### config.mk
export PLATFORM = sky130hd
export DESIGN_NAME = ram_sdp_sync_pipe
export DESIGN_NICKNAME = d
export VERILOG_FILES = /design/src/rtl/ram_sdp_sync_pipe.sv
export SDC_FILE = /design/constraint.sdc
export NUM_CORES = 1
export LEC_CHECK = 0
export ABC_CLOCK_PERIOD_IN_PS = 4350
export BUFFER_PORTS_ARGS = -buffer_cell sky130_fd_sc_hd__buf_2
export CAP_MARGIN = 0
export CELL_PAD_IN_SITES_DETAIL_PLACEMENT = 1
export CELL_PAD_IN_SITES_GLOBAL_PLACEMENT = 1
export CORE_UTILIZATION = 50
export CTS_CLUSTER_SIZE = 10
export DETAILED_ROUTE_END_ITERATION = 16
export GPL_ROUTABILITY_DRIVEN = 0
export PLACE_DENSITY_LB_ADDON = 0.1
export RECOVER_POWER = 25
export SYNTH_ARGS = -nofsm -noshare
export SYNTH_HDL_FRONTEND = slang
export SYNTH_SLANG_ARGS = --single-unit
### constraint.sdc
create_clock -name clk -period 4.35 [get_ports clk]
set_input_delay 1.305 -clock clk [delete_from_list [all_inputs] [get_ports clk]]
set_output_delay 1.305 -clock clk [all_outputs]
set_load 0.005 [all_outputs]
### src/rtl/ram_sdp_sync_pipe.sv
// Simple-dual-port RAM with byte enables, registered read, optional output stage
// and a clear engine that zeroes every word after reset or on request.
module ram_sdp_sync_pipe #(
    parameter int DATA_W   = 16,
    parameter int ADDR_W   = 4,
    parameter int OUT_REG  = 0,
    parameter int RDW_MODE = 0
) (
    input  logic                  clk,
    input  logic                  rst_n,
    input  logic                  wr_en,
    input  logic [ADDR_W-1:0]     wr_addr,
    input  logic [DATA_W/8-1:0]   wr_be,
    input  logic [DATA_W-1:0]     wr_data,
    input  logic                  rd_en,
    input  logic [ADDR_W-1:0]     rd_addr,
    output logic [DATA_W-1:0]     rd_data,
    output logic                  rd_valid,
    input  logic                  clr_req,
    output logic                  busy
);
    localparam int NB    = DATA_W / 8;
    localparam int DEPTH = 2 ** ADDR_W;
    localparam logic [ADDR_W-1:0] CNT_LAST = {ADDR_W{1'b1}};

    typedef enum logic {
        CLEAR,
        READY
    } state_t;

    state_t            state_reg, state_next;
    logic [ADDR_W-1:0] clr_cnt_reg, clr_cnt_next;

    logic              rd_accept;
    logic              wr_accept;
    logic [NB-1:0]     mem_we;
    logic [ADDR_W-1:0] mem_waddr;
    logic [DATA_W-1:0] mem_wdata;

    logic [DATA_W-1:0] s1_data;
    logic              s1_valid_reg;

    assign busy      = (state_reg == CLEAR);
    assign rd_accept = rd_en && !busy;
    assign wr_accept = wr_en && !busy;

    always_ff @(posedge clk or negedge rst_n) begin
        if (!rst_n) begin
            state_reg   <= CLEAR;
            clr_cnt_reg <= '0;
        end else begin
            state_reg   <= state_next;
            clr_cnt_reg <= clr_cnt_next;
        end
    end

    always_comb begin
        state_next   = state_reg;
        clr_cnt_next = clr_cnt_reg;
        case (state_reg)
            CLEAR: begin
                clr_cnt_next = clr_cnt_reg + 1'b1;
                if (clr_cnt_reg == CNT_LAST) begin
                    state_next = READY;
                end
            end
            READY: begin
                if (clr_req) begin
                    state_next   = CLEAR;
                    clr_cnt_next = '0;
                end
            end
            default: state_next = CLEAR;
        endcase
    end

    // The clear engine owns the write port whenever it is running.
    always_comb begin
        mem_we    = wr_accept ? wr_be : '0;
        mem_waddr = wr_addr;
        mem_wdata = wr_data;
        if (state_reg == CLEAR) begin
            mem_we    = '1;
            mem_waddr = clr_cnt_reg;
            mem_wdata = '0;
        end
    end

    // One narrow array per byte lane keeps byte writes a plain lane enable.
    for (genvar gi = 0; gi < NB; gi++) begin : g_lane
        logic [7:0] mem_lane [DEPTH];
        logic [7:0] s1_byte_reg;
        logic       bypass;

        assign bypass = (RDW_MODE != 0) && mem_we[gi] && (mem_waddr == rd_addr);

        always_ff @(posedge clk) begin
            if (mem_we[gi]) begin
                mem_lane[mem_waddr] <= mem_wdata[8*gi +: 8];
            end
        end

        always_ff @(posedge clk or negedge rst_n) begin
            if (!rst_n) begin
                s1_byte_reg <= '0;
            end else if (rd_accept) begin
                s1_byte_reg <= bypass ? mem_wdata[8*gi +: 8] : mem_lane[rd_addr];
            end
        end

        assign s1_data[8*gi +: 8] = s1_byte_reg;
    end

    always_ff @(posedge clk or negedge rst_n) begin
        if (!rst_n) begin
            s1_valid_reg <= 1'b0;
        end else begin
            s1_valid_reg <= rd_accept;
        end
    end

    // The output stage drains regardless of busy so in-flight reads complete.
    if (OUT_REG != 0) begin : g_out_reg
        logic [DATA_W-1:0] out_data_reg;
        logic              out_valid_reg;

        always_ff @(posedge clk or negedge rst_n) begin
            if (!rst_n) begin
                out_data_reg  <= '0;
                out_valid_reg <= 1'b0;
            end else begin
                out_valid_reg <= s1_valid_reg;
                if (s1_valid_reg) begin
                    out_data_reg <= s1_data;
                end
            end
        end

        assign rd_data  = out_data_reg;
        assign rd_valid = out_valid_reg;
    end else begin : g_no_out_reg
        assign rd_data  = s1_data;
        assign rd_valid = s1_valid_reg;
    end

endmodule

==> results.txt <==
----------------------------------------------------
[STA]
  Worst-Margin Slew ... 1.71 ns
  Number of pins exceeding their max-slew limit in the final report ... 23
  Final worst path period share ... 0.803
  Smallest hold slack ... 0.484 ns
  Highest achievable clock rate ... 0.286 GHz
  Period minus WS final ... 3.49 ns
  Skew final ... 0.0193 ns
  Unrepaired setup endpoints after global routing ... false
  Hold violation total from the final report ... 0
  Final sum of negative setup slack ... 0 ns
  Finish-stage setup viols ... 0
  Worst-case setup margin in the final layout ... 0.856 ns
  Rel. slew slack ... -0.143

[Setup path]
  Critical path arrival ... 2.19 ns
  Endpoint of the worst register-to-register path ... g_lane[1].s1_byte_reg[3]$_DFFE_PN0P_
  Critical path capture point type ... output port
  Delay of the slowest cell on the worst path ... 1.06 ns
  CP top delay family ... flip-flops
  Required arrival time at the worst endpoint ... 3.04 ns
  Reg2reg start ... state_reg$_DFF_PN0_
  Worst reg-to-reg path cell count ... 4
  Chain of cells forming the critical path ... inv_1 -> buf_2
  Crit path max-delay cell type ... dfrtp_1
  Critical path type ... flop to output port
  Critical Path Source Type ... flop
  Worst path buffer plus inverter count ... 2
  CP Max Fanout ... 38
  Register-to-register setup slack ... 1.13 ns

[Die]
  Placeable Area ... 0.0218 sq mm
  Die area ... 0.0228 sq mm
  Starting utilization of the core area ... 0.508
  Die Y ... 151 um
  Die Wd ... 151 um
  Cell row count ... 54
  Top Ports ... 49

[Clock network]
  Source-to-sink clock delay at the later pin of the worst-skew pair ... 0.55 ns
  TritonCTS buffer count ... 31
  Number of sinks driven by the clock tree ... 278
  Quantity of hold-fixing buffers added after cts ... 0
  H-tree levels ... 1
  Clock-pin slew on the worst setup and hold paths ... 0.06 ns
  TritonCTS clock tree ... done
  Post-CTS setup buffer count ... 0
  Number of gates resized after CTS ... 0
  CTS root buf ... clkbuf_16
  Clock Path Buffers ... 3

[Synth]
  Sequential fraction of the synthesis area ... 0.742
  Number of enable-type register cells in the synthesized netlist ... 256
  Flop and latch count out of synthesis ... 278
  Gate Count Post-Synth ... 702
  Top post-synthesis cells by area ... edfxtp_1 (69%), mux2i_1 (12%), dfrtp_1 (5.0%)
  Synth Warn # ... 0
  Most common library cells after synthesis ... edfxtp_1 (256), mux2i_1 (128), nand2_1 (77), nand3_1 (37), a22oi_1 (36)
  Dominant cell by count in the synthesized netlist ... edfxtp_1
  Synthesized area divided by synthesized cell count ... 15.8 sq um
  Share of synthesized registers carrying an async set or reset ... 0.0791
  Synth Flop Type ... edfxtp_1
  Distinct cell type count after synthesis ... 33
  Post-synth top area share ... 0.693
  Total nets after synthesis ... 734
  Cell type contributing the most total cell area after synthesis ... edfxtp_1
  Cell Area, Synth ... 0.0111 sq mm

[Layout]
  Largest register FFs ... 256
  Total non-filler cell area in the finished layout ... 0.0124 sq mm
  Multi-input combinational cell area ... 0.00262 sq mm
  Area growth from synthesis to layout ... 11.9%
  Share of layout cells above drive strength 1 ... 0.122
  Filler Cells Inserted ... 2057
  Final Net Count ... 786
  Seq. cell area ... 0.00824 sq mm
  Antenna diode count ... 0

[Flow run]
  # Max-Cap Violations ... 1

[Power and ir drop]
  Total design power ... 7.51 mW
  Leakage component of the power ... 4.55 nW
  Power density relative to cell area ... 605 mW/mm^2
  Peak supply drop ... 0.000319 V

[Global route]
  Global-route wire length before repair ... 37300 um
  Number of global-route vias before repair ... 6296
  GRT Util Overall ... 0.224
  Pin count of the biggest net entering global routing ... 40
  Initial antenna violation count ... 0
  Total grt overflow ... 0

[Routing]
  Count of TritonRoute iterations in the first routing pass ... 4
  Remaining design rule violation count ... 0
  Remaining number of nets flagged by the antenna check after routing ... 0
  Total via count in the routed design ... 6059
  Detailed-route wire length ... 24500 um
  Average routed wire per standard cell ... 23.2 um
  DR iter-0 viols ... 339
  Mean number of vias per cell ... 5.73

[Hold path]
  WHS Path Cells ... 2
  End of the worst hold path ... g_lane[1].s1_byte_reg[6]$_DFFE_PN0P_
  Class of the worst hold path ... flop to flop
  Hold path start ... g_lane[1].s1_byte_reg[6]$_DFFE_PN0P_

[Run status]
  Failing checks ... capacitance limit, slew limit
  Status ... finished, violations left

[Placed design]
  PortBufs ... 48
  Minimum setup slack after placement ... 1.02 ns
  Instance area at placement ... 0.0115 sq mm
  Detail Placement HPWL ... 15900 um

----------------------------------------------------
[cell type report]
type	count	area share
Clock buffer	57	0.0703
Inverter	6	0.00181
Multi-Input combinational cell	381	0.211
Sequential cell	278	0.663
Tap cell	280	0.0282
Timing Repair Buffer	56	0.0256
[cells in the final DEF (no fill, tap or decap), types with 2 or more instances in the layout]
cell,count
nand2_1,77
and2_0,8
o32ai_1,2
buf_4,7
mux2i_1,128
edfxtp_1,256
nor2_2,2
buf_2,46
nor2_1,34
inv_1,5
clkbuf_1,27
and2_1,9
dfrtp_1,22
clkbuf_16,31
a21oi_1,16
nand3_1,37
nor2b_2,2
o22ai_1,4
xnor2_1,2
nand4_1,12
a22oi_1,36
[how the worst max path moves through the flow]
stage | slack [ns] | end | depth (start not counted) | start
final | 0.86 | busy | 2 | state_reg$_DFF_PN0_
after global routing | 0.66 | busy | 2 | state_reg$_DFF_PN0_
after CTS | 1.05 | busy | 2 | state_reg$_DFF_PN0_
after detailed placement | 1.02 | g_lane[1].s1_byte_reg[4]$_DFFE_PN0P_ | 5 | rd_en
after global placement | 1.04 | g_lane[1].s1_byte_reg[3]$_DFFE_PN0P_ | 5 | rd_en
after floorplan | 1.83 | g_lane[0].mem_lane[1][0]$_DFFE_PP_ | 3 | wr_addr[0]
[tightest hold or removal path, delay by kind of cell, from the launching register on]
kind | cells | cell delay, ns
flops | 1 | 0.34
simple gates | 2 | 0.11
[metal layers]
layer / up-vias / routed length [um] / global-route usage
li1: 2777 / - / -
met1: 3135 / 11700 / 0.333
met4: 0 / 384 / 0.0550
met3: 30 / 834 / 0.0262
met5: - / 0 / 0
met2: 117 / 11600 / 0.352
[stage by stage]
| step | instances | utilization |
|---|---|---|
| after global routing | 1058 | 0.569 |
| after floorplan | 702 | - |
| final | 1058 | 0.569 |
| after global placement | 1001 | 0.529 |
| after detailed placement | 1001 | 0.529 |
| after CTS | 1058 | 0.569 |
[logic make-up after synthesis]
family,count (synthesis),synth area share
compound gates,65,0.0419
xor+xnor,2,0.00158
fa+ha+maj,1,0.00113
buf+inv,43,0.0224
flops,278,0.742
mux,128,0.115
simple gates,185,0.0751
[power by group]
part           switching (mW)  internal [mW]
Clock                   0.952           1.33
Sequential              0.229           3.70
Combinational           0.940          0.358
Total                    2.12           5.39
(Power assumes the default switching activity.)
